[src/rtl/shift_ctrl_pkg.sv]
// Shared constants, request payload type and shift-amount saturation helper
// for the shared barrel shifter and its arbiter.
package shift_ctrl_pkg;

   localparam int unsigned DATA_WIDTH = 32;
   localparam int unsigned SHAMT_W    = 6;
   localparam int unsigned SHAMT_SAT  = 32;

   localparam logic [1:0] SHIFTLEFT   = 2'b00;
   localparam logic [1:0] SHIFTRIGHT  = 2'b10;
   localparam logic [1:0] SHIFTRIGHTA = 2'b11;

   typedef struct packed {
      logic [DATA_WIDTH-1:0] a;
      logic [DATA_WIDTH-1:0] b;
      logic [1:0]            op;
   } shift_req_t;

   // Any amount of 32 or more collapses to exactly 32 so the shifter only sees 0..32.
   function automatic logic [SHAMT_W-1:0] sat_shamt(input logic [DATA_WIDTH-1:0] b);
      if (|b[DATA_WIDTH-1:5]) return SHAMT_W'(SHAMT_SAT);
      return SHAMT_W'(b[4:0]);
   endfunction

endpackage

[src/rtl/shift_req_arbiter_if.sv]
// Request/response bundle between NUM_REQ shift requesters, the result
// consumer (master side) and shift_req_arbiter (slave side).
interface shift_req_arbiter_if #(
   parameter int unsigned NUM_REQ = 2
);
   import shift_ctrl_pkg::*;

   localparam int unsigned ID_W = (NUM_REQ > 1) ? $clog2(NUM_REQ) : 1;

   logic [NUM_REQ-1:0]            req_valid;
   logic [NUM_REQ-1:0]            req_ready;
   logic [NUM_REQ*DATA_WIDTH-1:0] req_a;
   logic [NUM_REQ*DATA_WIDTH-1:0] req_b;
   logic [NUM_REQ*2-1:0]          req_op;
   logic                          rsp_valid;
   logic                          rsp_ready;
   logic [ID_W-1:0]               rsp_id;
   logic [DATA_WIDTH-1:0]         rsp_result;

   modport master (
      output req_valid, req_a, req_b, req_op, rsp_ready,
      input  req_ready, rsp_valid, rsp_id, rsp_result
   );

   modport slave (
      input  req_valid, req_a, req_b, req_op, rsp_ready,
      output req_ready, rsp_valid, rsp_id, rsp_result
   );

endinterface

[src/rtl/barrel_shifter.sv]
// Combinational 32-bit barrel shifter; amount is pre-saturated to 0..32,
// reserved opcode yields zero.
module barrel_shifter
   import shift_ctrl_pkg::*;
(
   input  logic [DATA_WIDTH-1:0] a,
   input  logic [SHAMT_W-1:0]    shamt,
   input  logic [1:0]            op,
   output logic [DATA_WIDTH-1:0] result_c
);

   always_comb begin
      result_c = '0;
      case (op)
         SHIFTLEFT:   result_c = shamt[SHAMT_W-1] ? '0 : (a << shamt[4:0]);
         SHIFTRIGHT:  result_c = shamt[SHAMT_W-1] ? '0 : (a >> shamt[4:0]);
         SHIFTRIGHTA: result_c = shamt[SHAMT_W-1] ? {DATA_WIDTH{a[DATA_WIDTH-1]}}
                                                  : DATA_WIDTH'($signed(a) >>> shamt[4:0]);
         default:     result_c = '0;
      endcase
   end

endmodule

[src/rtl/rr_arbiter.sv]
// Round-robin picker: first asserted request at or after ptr wins,
// reported as one-hot grant plus encoded index.
module rr_arbiter #(
   parameter int unsigned NUM_REQ = 2,
   parameter int unsigned ID_W    = 1
) (
   input  logic [NUM_REQ-1:0] req,
   input  logic [ID_W-1:0]    ptr,
   output logic [NUM_REQ-1:0] gnt_c,
   output logic [ID_W-1:0]    gnt_idx_c,
   output logic               gnt_any_c
);

   always_comb begin
      logic [ID_W-1:0] idx;
      gnt_c     = '0;
      gnt_idx_c = '0;
      gnt_any_c = 1'b0;
      idx       = '0;
      for (int unsigned off = 0; off < NUM_REQ; off++) begin
         idx = ID_W'((32'(ptr) + off) % NUM_REQ);
         if (!gnt_any_c && req[idx]) begin
            gnt_any_c  = 1'b1;
            gnt_c[idx] = 1'b1;
            gnt_idx_c  = idx;
         end
      end
   end

endmodule

[src/rtl/shift_req_arbiter.sv]
// Shares one barrel shifter among NUM_REQ requesters, round-robin, with a
// single registered result slot. Define SHIFT_PERF_CNT_EN for per-requester grant counters.
module shift_req_arbiter
   import shift_ctrl_pkg::*;
#(
   parameter int unsigned NUM_REQ = 2
) (
   input  logic                          clk,
   input  logic                          rst,
   shift_req_arbiter_if.slave            bus,
   output logic [NUM_REQ*DATA_WIDTH-1:0] perf_grant
);

   localparam int unsigned ID_W = (NUM_REQ > 1) ? $clog2(NUM_REQ) : 1;

   localparam logic [0:0] EMPTY = 1'b0;
   localparam logic [0:0] FULL  = 1'b1;

   logic [0:0]            state, state_nxt;
   logic [ID_W-1:0]       ptr;
   logic [NUM_REQ-1:0]    gnt_c;
   logic [ID_W-1:0]       gnt_idx_c;
   logic                  gnt_any_c;
   logic                  can_accept_c;
   logic                  handshake_c;
   shift_req_t            sel_c;
   logic [SHAMT_W-1:0]    shamt_c;
   logic [DATA_WIDTH-1:0] shift_res_c;

   rr_arbiter #(.NUM_REQ(NUM_REQ), .ID_W(ID_W)) u_rr_arbiter (
      .req       (bus.req_valid),
      .ptr       (ptr),
      .gnt_c     (gnt_c),
      .gnt_idx_c (gnt_idx_c),
      .gnt_any_c (gnt_any_c)
   );

   // Operand mux for the granted requester
   always_comb begin
      sel_c.a  = bus.req_a[int'(gnt_idx_c)*DATA_WIDTH +: DATA_WIDTH];
      sel_c.b  = bus.req_b[int'(gnt_idx_c)*DATA_WIDTH +: DATA_WIDTH];
      sel_c.op = bus.req_op[int'(gnt_idx_c)*2 +: 2];
      shamt_c  = sat_shamt(sel_c.b);
   end

   barrel_shifter u_barrel_shifter (
      .a        (sel_c.a),
      .shamt    (shamt_c),
      .op       (sel_c.op),
      .result_c (shift_res_c)
   );

   assign can_accept_c  = (state == EMPTY) || bus.rsp_ready;
   assign handshake_c   = can_accept_c && gnt_any_c;
   assign bus.req_ready = can_accept_c ? gnt_c : '0;
   assign bus.rsp_valid = (state == FULL);

   always_ff @(posedge clk) begin
      if (rst) state <= EMPTY;
      else     state <= state_nxt;
   end

   always_comb begin
      state_nxt = state;
      case (state)
         EMPTY:   if (handshake_c) state_nxt = FULL;
         FULL:    if (handshake_c)        state_nxt = FULL;
                  else if (bus.rsp_ready) state_nxt = EMPTY;
         default: state_nxt = EMPTY;
      endcase
   end

   // Result slot and RR pointer only move on a handshake
   always_ff @(posedge clk) begin
      if (rst) begin
         ptr            <= '0;
         bus.rsp_id     <= '0;
         bus.rsp_result <= '0;
      end else if (handshake_c) begin
         ptr            <= (gnt_idx_c == ID_W'(NUM_REQ - 1)) ? '0 : gnt_idx_c + ID_W'(1);
         bus.rsp_id     <= gnt_idx_c;
         bus.rsp_result <= shift_res_c;
      end
   end

`ifdef SHIFT_PERF_CNT_EN
   logic [DATA_WIDTH-1:0] perf_cnt [NUM_REQ];

   always_ff @(posedge clk) begin
      for (int unsigned i = 0; i < NUM_REQ; i++) begin
         if (rst)                          perf_cnt[i] <= '0;
         else if (handshake_c && gnt_c[i]) perf_cnt[i] <= perf_cnt[i] + DATA_WIDTH'(1);
      end
   end

   for (genvar gi = 0; gi < NUM_REQ; gi++) begin : g_perf
      assign perf_grant[gi*DATA_WIDTH +: DATA_WIDTH] = perf_cnt[gi];
   end
`else
   assign perf_grant = '0;
`endif

endmodule
[src/flat_wrapper.sv]
// flat-port wrapper written by rule: the top's interface ports become plain ports
module shift_req_arbiter_flat import shift_ctrl_pkg::*;
#(
   parameter int unsigned NUM_REQ = 2
)
  (clk, rst, perf_grant, bus_req_valid, bus_req_a, bus_req_b, bus_req_op, bus_rsp_ready, bus_req_ready, bus_rsp_valid, bus_rsp_id, bus_rsp_result);
  shift_req_arbiter_if #(.NUM_REQ(NUM_REQ)) bus_i ();
  input  logic clk;
  input  logic rst;
  output logic [NUM_REQ*DATA_WIDTH-1:0] perf_grant;
  input wire logic [$bits(bus_i.req_valid)-1:0] bus_req_valid;
  input wire logic [$bits(bus_i.req_a)-1:0] bus_req_a;
  input wire logic [$bits(bus_i.req_b)-1:0] bus_req_b;
  input wire logic [$bits(bus_i.req_op)-1:0] bus_req_op;
  input wire logic [$bits(bus_i.rsp_ready)-1:0] bus_rsp_ready;
  output wire logic [$bits(bus_i.req_ready)-1:0] bus_req_ready;
  output wire logic [$bits(bus_i.rsp_valid)-1:0] bus_rsp_valid;
  output wire logic [$bits(bus_i.rsp_id)-1:0] bus_rsp_id;
  output wire logic [$bits(bus_i.rsp_result)-1:0] bus_rsp_result;
  assign bus_i.req_valid = bus_req_valid;
  assign bus_i.req_a = bus_req_a;
  assign bus_i.req_b = bus_req_b;
  assign bus_i.req_op = bus_req_op;
  assign bus_i.rsp_ready = bus_rsp_ready;
  assign bus_req_ready = bus_i.req_ready;
  assign bus_rsp_valid = bus_i.rsp_valid;
  assign bus_rsp_id = bus_i.rsp_id;
  assign bus_rsp_result = bus_i.rsp_result;
  shift_req_arbiter #(.NUM_REQ(NUM_REQ)) u_core (.clk(clk), .rst(rst), .bus(bus_i), .perf_grant(perf_grant));
endmodule
[config.mk]
export PLATFORM = sky130hd
export DESIGN_NAME = shift_req_arbiter_flat
export DESIGN_NICKNAME = d
export VERILOG_FILES = /design/src/rtl/shift_ctrl_pkg.sv /design/src/rtl/shift_req_arbiter_if.sv /design/src/rtl/barrel_shifter.sv /design/src/rtl/rr_arbiter.sv /design/src/rtl/shift_req_arbiter.sv /design/src/flat_wrapper.sv
export SDC_FILE = /design/constraint.sdc
export NUM_CORES = 1
export LEC_CHECK = 0
export ABC_AREA = 1
export BUFFER_PORTS_ARGS = -buffer_cell sky130_fd_sc_hd__buf_2
export CAP_MARGIN = 20
export CORE_MARGIN = 3
export CORE_UTILIZATION = 30
export DETAILED_ROUTE_END_ITERATION = 10
export PLACE_DENSITY = 0.53
export SYNTH_ARGS = -nofsm -noshare
export SYNTH_HDL_FRONTEND = slang
export SYNTH_SLANG_ARGS = --single-unit
[constraint.sdc]
create_clock -name clk -period 2.4 [get_ports clk]
set_input_delay 0.36 -clock clk [delete_from_list [all_inputs] [get_ports clk]]
set_output_delay 0.36 -clock clk [all_outputs]
set_load 0.01 [all_outputs]
==> impl_metrics.xml, run 1 <==
<?xml version="1.0" encoding="UTF-8"?>
<metrics>
  <group name="status">
    <metric name="status" unit="">finished with violations</metric>
    <metric name="failed_checks" unit="">negative setup slack</metric>
  </group>
  <group name="synthesis">
    <metric name="yosysTopAreaCell" unit="">nand3_1</metric>
    <metric name="post_synthesis_sequential_element_count" unit="">35</metric>
    <metric name="netlist.area_leader.share" unit="">0.2448</metric>
    <metric name="netlist-cell-type-count" unit="">39</metric>
    <metric name="synthesis.area_per_instance" unit="um^2">5.278</metric>
    <metric name="yosysWarnings" unit="">0</metric>
    <metric name="syn-cell-area" unit="um^2">6502</metric>
    <metric name="yosys-top-cells-area" unit="">nand3_1 24%, nand2_1 24%, dfxtp_1 11%</metric>
    <metric name="netlist_instances" unit="">1232</metric>
    <metric name="synth_sequential_area_ratio" unit="">0.1078</metric>
  </group>
  <group name="timing">
    <metric name="worst_slack" unit="ps">-167.5</metric>
    <metric name="fmaxAchievable" unit="MHz">389.5</metric>
    <metric name="final_count_of_negative_setup_slack_endpoints" unit="">28</metric>
    <metric name="hold-worst-slack" unit="ps">365.8</metric>
    <metric name="hold_viol_final" unit="">0</metric>
    <metric name="rsz0062_at_grt" unit="">true</metric>
    <metric name="setup_tns" unit="ps">-1456</metric>
    <metric name="post-route-period-util" unit="">1.070</metric>
    <metric name="post_route_skew" unit="ps">5.996</metric>
    <metric name="finalCriticalPeriod" unit="ps">2568</metric>
    <metric name="slew_violations" unit="">0</metric>
  </group>
  <group name="clock_tree">
    <metric name="htreeDepth" unit="">2</metric>
    <metric name="cts_inserted_buffers" unit="">5</metric>
    <metric name="tritoncts" unit="">done</metric>
    <metric name="cts_num_sinks" unit="">35</metric>
    <metric name="clock_latency" unit="ps">280</metric>
    <metric name="ctsRootBufferMaster" unit="">clkbuf_16</metric>
    <metric name="cts.hold.buffers_added" unit="">0</metric>
    <metric name="cts.clk_slew.worst_paths" unit="ps">60</metric>
    <metric name="clk_path_buf_depth" unit="">2</metric>
  </group>
  <group name="placed_design">
    <metric name="numPlacedInstances" unit="">1754</metric>
    <metric name="place_hpwl" unit="um">24740</metric>
    <metric name="port_buffers" unit="">172</metric>
    <metric name="dpl-instance-area" unit="um^2">8348</metric>
    <metric name="gp_congestion" unit="">1.040</metric>
  </group>
  <group name="detailed_routing">
    <metric name="drt_first_pass_iters" unit="">6</metric>
    <metric name="routedWlPerCell" unit="um">18.20</metric>
    <metric name="dr.first_iter.drc_count" unit="">838</metric>
    <metric name="route.detailed.vias_per_inst" unit="">5.298</metric>
    <metric name="totalWireLength" unit="um">32490</metric>
    <metric name="drt_drc_violations_left" unit="">0</metric>
    <metric name="number_of_nets_still_failing_antenna_checks_after_routing" unit="">0</metric>
    <metric name="via_count" unit="">9457</metric>
  </group>
  <group name="setup_path">
    <metric name="cp_data_arrival_time" unit="ps">2780</metric>
    <metric name="cp_max_fo" unit="">8</metric>
    <metric name="path_class" unit="">reg -&gt; reg</metric>
    <metric name="critical_path.startpoint_type" unit="">flip-flop</metric>
    <metric name="crit_required" unit="ps">2610</metric>
    <metric name="endpoint_kind" unit="">flip-flop</metric>
  </group>
  <group name="die">
    <metric name="ioPinCount" unit="">237</metric>
    <metric name="placeableCoreArea" unit="um^2">21150</metric>
    <metric name="die_w" unit="um">153.2</metric>
    <metric name="die_area" unit="um^2">23480</metric>
    <metric name="fp-row-count" unit="">53</metric>
    <metric name="initial_utilization" unit="">0.3074</metric>
    <metric name="die_height" unit="um">153.2</metric>
  </group>
  <group name="pwr">
    <metric name="power.switching_fraction" unit="">0.4393</metric>
    <metric name="clock_power_share" unit="">0.221</metric>
    <metric name="worst_ir_drop_vdd" unit="uV">238.3</metric>
    <metric name="pwr_dens" unit="nW/um^2">287.0</metric>
    <metric name="combinationalPowerShare" unit="">0.562</metric>
    <metric name="power.sequential.fraction" unit="">0.216</metric>
    <metric name="cell_internal_pwr" unit="W">0.001659</metric>
    <metric name="p_leak" unit="nW">5.166</metric>
    <metric name="power.switching" unit="W">0.001300</metric>
  </group>
  <group name="flow_run">
    <metric name="maxCapViolations" unit="">0</metric>
  </group>
  <group name="global_routing">
    <metric name="grt_start_max_net_pins" unit="">52</metric>
    <metric name="grt_first_pass_wirelength" unit="um">48120</metric>
    <metric name="grt_pass1_vias" unit="">8946</metric>
    <metric name="grt_overflow_total" unit="">0</metric>
    <metric name="grt_util_all_layers" unit="">0.2560</metric>
    <metric name="grt_antenna_before_repair" unit="">0</metric>
  </group>
  <group name="cells_and_area">
    <metric name="area.sequential" unit="um^2">701.9</metric>
    <metric name="n_antenna_cell" unit="">0</metric>
    <metric name="final_net_count" unit="">1647</metric>
    <metric name="flow.area_growth_from_synthesis" unit="%">58.55</metric>
    <metric name="utilization" unit="">0.4874</metric>
    <metric name="nFillCells" unit="">2233</metric>
    <metric name="fraction_of_final_layout_cells_with_drive_strength_greater_than_1" unit="">0.4417</metric>
    <metric name="finish.instance_area" unit="um^2">10310</metric>
    <metric name="multi_input_logic_area" unit="um^2">6151</metric>
    <metric name="finished_layout_cells" unit="">1785</metric>
  </group>
  <group name="min_path">
    <metric name="worst_hold_path_type" unit="">in -&gt; reg</metric>
  </group>
</metrics>
-- power by group through the flow --
stage | sequential (W) | combinational (W) | clock [W]
6_report | 0.000640 | 0.00166 | 0.000655
5_1_grt | 0.000644 | 0.00181 | 0.000681
4_1_cts | 0.000640 | 0.00149 | 0.000660
3_5_place_dp | 0.000650 | 0.00140 | 0
3_3_place_gp | 0.000650 | 0.00139 | 0
2_1_floorplan | 0.000663 | 0.000835 | 0
-- cells by family after synthesis --
logic type             synth area share
AO/OA/AOI/OAI                   0.09487
buffers and inverters            0.1859
flip-flops                       0.1078
multiplexers                    0.04156
other                         0.0005767
AND/OR/NAND/NOR                  0.5694
-- cells in the mapped netlist, drive strengths merged --
cell / number
a211oi: 1
a21oi: 63
a31oi: 1
and2: 1
buf: 116
clkbuf: 17
clkinv: 1
conb: 1
dfxtp: 35
inv: 86
mux2i: 27
nand2: 428
nand3: 323
nand3b: 1
nand4: 13
nor2: 58
nor3: 4
o211ai: 3
o21ai: 42
o21bai: 1
o22ai: 1
o31ai: 2
or2: 7
-- worst max-delay path: stages, from the launching register on --
cell	delay, ps
dfxtp_2	350
inv_4	50
a21oi_4	170
nand2_1	80
nor2_2	110
nand2_2	100
nand2_8	160
nand2_8	110
buf_4	180
nand2_2	100
nand3_2	110
nand2_2	160
nand2_1	110
a21oi_1	180
nand2_2	80
nand2_2	90
nand2_1	60
nand2_1	90
nand2_2	60
a21oi_1	110
-- flip-flops by register name, indices dropped and copies added (netlist names) --
register,flops
u_core.ptr,1
u_core.bus.rsp_valid,1
u_core.bus.rsp_result,32
u_core.bus.rsp_id,1
-- final cells by class --
type	instances	share of cell area
Multi-Input combinational cell	1040	0.5966
Tap cell	275	0.03337
Sequential cell	35	0.06808
Clock buffer	6	0.01347
Inverter	87	0.03337
Clock inverter	1	0.0004854
Timing Repair Buffer	341	0.2546
-- cells in the final DEF, fill, tap and decap left out, types with 12 or more instances in the layout --
cell     Yosys  final
nand3_2      5    115
nand4_1     13     13
nand2_2      4     91
a21oi_2      0     18
nand3_1    318    192
o21ai_2      1     13
buf_2       27    172
buf_6        7     12
buf_12       0     19
nand2_1    420    329
nor2_1      51     40
a21oi_1     62     44
inv_1       77     76
mux2i_2      0     12
conb_1       1     64
o21ai_0     24     18
buf_4       78    126
dfxtp_1     35     34
nor2_2       3     12
nand3_4      0     16
-- per-layer routing --
metal	vias up	GRT usage	part of all wire
met4	0	0.1107	0.051
li1	4506	-	-
met2	506	0.4228	0.46
met5	-	0	0
met3	114	0.03001	0.081
met1	4331	0.3368	0.41
-- worst paths after layout --
path / start / end / slack (ps) / cells past startpoint
worst min register to register: u_core.bus.rsp_result[22] / u_core.bus.rsp_result[22] / 460 / 2
worst max register to register: u_core.ptr / u_core.bus.rsp_result[11] / -170 / 19
worst min-delay path: bus_rsp_ready / u_core.bus.rsp_valid / 370 / 4
worst max-delay path: u_core.ptr / u_core.bus.rsp_result[11] / -170 / 19
-- metrics by stage --
stage / total power [W] / setup slack, ps
2_1_floorplan: 0.001498 / 252.0
3_3_place_gp: 0.002045 / -414.4
3_5_place_dp: 0.002046 / -403.6
4_1_cts: 0.002790 / -127.1
5_1_grt: 0.003132 / -300.2
6_report: 0.002959 / -167.5
-- timing repair --
item | CTS | global route
gates cloned | 7 | 3
endpoints found under the setup margin | 32 | 32
pin swaps | 29 | 30
setup buffers | 12 | 2
resized for setup | 151 | 196
Power figures use the tool's default switching activity.
==> run 2: changes to the inputs <==
CORE_UTILIZATION = 40   (was 30)
PLACE_DENSITY = 0.67   (was 0.53)
TNS_END_PERCENT = 30   (was not set)
clock period = 2.9 ns   (was 2.4 ns; I/O delays follow)
==> run 2 against run 1 <==
Effect of this change:
- cell count down 7.4%
- worst setup slack better by 380 ps
- the run now ends clean
- critical endpoint unchanged
- power down 23%
- register-to-register slack better by 380 ps
- sequential power down 17%
- core utilization up 3.9 points
==> impl_metrics.xml, run 2 (synthesized netlist as in run 1, its figures left out) <==
<?xml version="1.0" encoding="UTF-8"?>
<metrics>
  <group name="setup_path">
    <metric name="cp_slowest_stage_delay" unit="ps">360</metric>
    <metric name="cp_cell_sequence" unit="">inv_2, nand2_2, nand2_8, buf_12, nand2_1, o21ai_2, nand2_4, buf_12, nand2_1, nand3_1, nand3_2, nand2_1, nand2_1, nand2_1, nand2_1, a21oi_1, nand2_1, nand2_1, a21oi_1</metric>
    <metric name="endpoint_kind" unit="">flip-flop</metric>
    <metric name="rr_worst_depth" unit="">19</metric>
    <metric name="worstReg2RegStart" unit="">u_core.ptr</metric>
    <metric name="path_class" unit="">reg -&gt; reg</metric>
    <metric name="crit_required" unit="ps">3040</metric>
    <metric name="critical_path.startpoint_type" unit="">flip-flop</metric>
    <metric name="cpLargestDelayFamily" unit="">simple AND/OR/NAND/NOR gates</metric>
    <metric name="rrSetupSlack" unit="ps">210</metric>
    <metric name="cp_max_fo" unit="">30</metric>
    <metric name="critical-path-slowest-cell" unit="">dfxtp_1</metric>
    <metric name="critical_path.reg2reg.endpoint" unit="">u_core.bus.rsp_result[11]</metric>
    <metric name="cp_data_arrival_time" unit="ps">2820</metric>
    <metric name="timing.critical_path.mode_cell" unit="">nand2_1</metric>
    <metric name="path_buf_inv" unit="">3</metric>
  </group>
  <group name="detailed_routing">
    <metric name="drt_drc_violations_left" unit="">0</metric>
    <metric name="route.detailed.vias_per_inst" unit="">5.344</metric>
    <metric name="totalWireLength" unit="um">28800</metric>
    <metric name="number_of_nets_still_failing_antenna_checks_after_routing" unit="">0</metric>
    <metric name="routedWlPerCell" unit="um">17.42</metric>
    <metric name="via_count" unit="">8834</metric>
    <metric name="dr.first_iter.drc_count" unit="">967</metric>
    <metric name="drt_first_pass_iters" unit="">5</metric>
  </group>
  <group name="placed_design">
    <metric name="place_hpwl" unit="um">23420</metric>
    <metric name="dpl-instance-area" unit="um^2">7860</metric>
    <metric name="gp_congestion" unit="">1.037</metric>
    <metric name="port_buffers" unit="">172</metric>
  </group>
  <group name="timing">
    <metric name="timing_worst_slew_pin_value" unit="ps">637.5</metric>
    <metric name="post_route_skew" unit="ps">3.754</metric>
    <metric name="hold-worst-slack" unit="ps">447.3</metric>
    <metric name="fmaxAchievable" unit="MHz">372.4</metric>
    <metric name="hold_viol_final" unit="">0</metric>
    <metric name="post-route-period-util" unit="">0.9260</metric>
    <metric name="final_count_of_negative_setup_slack_endpoints" unit="">0</metric>
    <metric name="slew_violations" unit="">0</metric>
    <metric name="timing.max_slew.rel_slack" unit="">0.5750</metric>
    <metric name="finalCriticalPeriod" unit="ps">2685</metric>
  </group>
  <group name="global_routing">
    <metric name="grt_util_all_layers" unit="">0.3103</metric>
    <metric name="grt_start_max_net_pins" unit="">55</metric>
    <metric name="grt_antenna_before_repair" unit="">0</metric>
    <metric name="grt_overflow_total" unit="">0</metric>
    <metric name="grt_pass1_vias" unit="">8164</metric>
    <metric name="grt_first_pass_wirelength" unit="um">44080</metric>
  </group>
  <group name="cells_and_area">
    <metric name="mostFrequentLayoutCells" unit="">415 x nand2_1, 312 x nand3_1, 172 x buf_2</metric>
    <metric name="n_antenna_cell" unit="">0</metric>
    <metric name="finish.instance_area" unit="um^2">8178</metric>
    <metric name="final_net_count" unit="">1578</metric>
    <metric name="flow.area_growth_from_synthesis" unit="%">25.76</metric>
    <metric name="fraction_of_final_layout_cells_with_drive_strength_greater_than_1" unit="">0.2358</metric>
    <metric name="most_common_cell_after_layout_fill_and_taps_aside" unit="">nand2_1</metric>
    <metric name="largest_reg_flops" unit="">32</metric>
    <metric name="nFillCells" unit="">1724</metric>
    <metric name="registers.top_by_ff_count" unit="">u_core.bus.rsp_result</metric>
  </group>
  <group name="die">
    <metric name="die_w" unit="um">133.5</metric>
    <metric name="die_area" unit="um^2">17820</metric>
    <metric name="initial_utilization" unit="">0.4184</metric>
    <metric name="die_height" unit="um">133.5</metric>
    <metric name="ioPinCount" unit="">237</metric>
    <metric name="placeableCoreArea" unit="um^2">15540</metric>
    <metric name="fp-row-count" unit="">45</metric>
  </group>
  <group name="clock_tree">
    <metric name="tritoncts" unit="">done</metric>
    <metric name="cts_num_sinks" unit="">35</metric>
    <metric name="htreeDepth" unit="">2</metric>
    <metric name="ctsRootBufferMaster" unit="">clkbuf_16</metric>
    <metric name="cts.clk_slew.worst_paths" unit="ps">60</metric>
    <metric name="clock_latency" unit="ps">280</metric>
    <metric name="cts.hold.buffers_added" unit="">0</metric>
    <metric name="clk_path_buf_depth" unit="">2</metric>
    <metric name="cts_inserted_buffers" unit="">5</metric>
  </group>
  <group name="pwr">
    <metric name="p_leak" unit="nW">4.534</metric>
    <metric name="pwr_dens" unit="nW/um^2">280.2</metric>
    <metric name="worst_ir_drop_vdd" unit="uV">311.2</metric>
  </group>
  <group name="min_path">
    <metric name="hold-path-endpoint" unit="">u_core.bus.rsp_valid</metric>
    <metric name="min-delay-start" unit="">bus_rsp_ready</metric>
    <metric name="whs_path_depth" unit="">4</metric>
    <metric name="worst_hold_path_type" unit="">in -&gt; reg</metric>
  </group>
  <group name="flow_run">
    <metric name="maxCapViolations" unit="">0</metric>
  </group>
  <group name="status">
    <metric name="status" unit="">completed</metric>
  </group>
</metrics>
run 2: worst min-delay path, stage by stage:
cell	delay, ps
buf_2	90
o21ai_0	70
nand2_1	50
inv_1	30
run 2: repair_timing:
action                                  4_1_cts  5_1_grt
endpoints found under the setup margin        0       27
endpoints found under the hold margin         0        0
gates resized for setup                       0       23
setup buffers                                 0        4
run 2: cell type report:
type,instances,area (um^2),share of cell area
tap,211,264.0,0.03228
inverter,87,330.3,0.04039
multi-input combinational,1041,4925,0.6022
sequential,35,700.7,0.08568
clock inverter,2,35.03,0.004284
clock buffer,6,138.9,0.01698
timing repair buffer,271,1784,0.2182
run 2: routing by layer:
metal | up-vias | GRT usage | part of all wire
li1 | 4359 | - | -
met3 | 67 | 0.02568 | 0.081
met2 | 485 | 0.5189 | 0.46
met4 | 0 | 0.1280 | 0.048
met5 | - | 0 | 0
met1 | 3923 | 0.4120 | 0.41
run 2: power breakdown:
part / total [W] / switching, W / internal (W)
registers: 0.000530 / 0.0000188 / 0.000511
clock network: 0.000642 / 0.000215 / 0.000428
logic: 0.00112 / 0.000721 / 0.000398
total: 0.00229 / 0.000955 / 0.00134
run 2: per-stage QoR:
stage	cells	util	setup TNS, ps	setup slack (ps)	total power [W]
6_report	1653	0.5262	0	214.5	0.002291
5_1_grt	1653	0.5262	-17.83	-15.78	0.002425
4_1_cts	1647	0.5170	0	135.0	0.002265
3_5_place_dp	1639	0.5058	-1.051	-1.051	0.001626
3_3_place_gp	1639	0.5058	0	18.25	0.001625
2_1_floorplan	1295	-	0	712.1	0.001239
run 2: worst max-delay path by stage:
| stage | slack (ps) | startpoint | endpoint | cells after the start |
|---|---|---|---|---|
| after global routing | -20 | u_core.ptr | u_core.bus.rsp_result[19] | 21 |
| after global placement | 20 | bus_req_valid[1] | u_core.bus.rsp_result[27] | 20 |
| after detailed placement | -1 | bus_req_valid[1] | u_core.bus.rsp_result[27] | 20 |
| final | 210 | u_core.ptr | u_core.bus.rsp_result[11] | 19 |
| after CTS | 140 | u_core.ptr | u_core.bus.rsp_result[7] | 20 |
| after floorplan | 710 | bus_req_valid[1] | u_core.bus.rsp_result[28] | 19 |
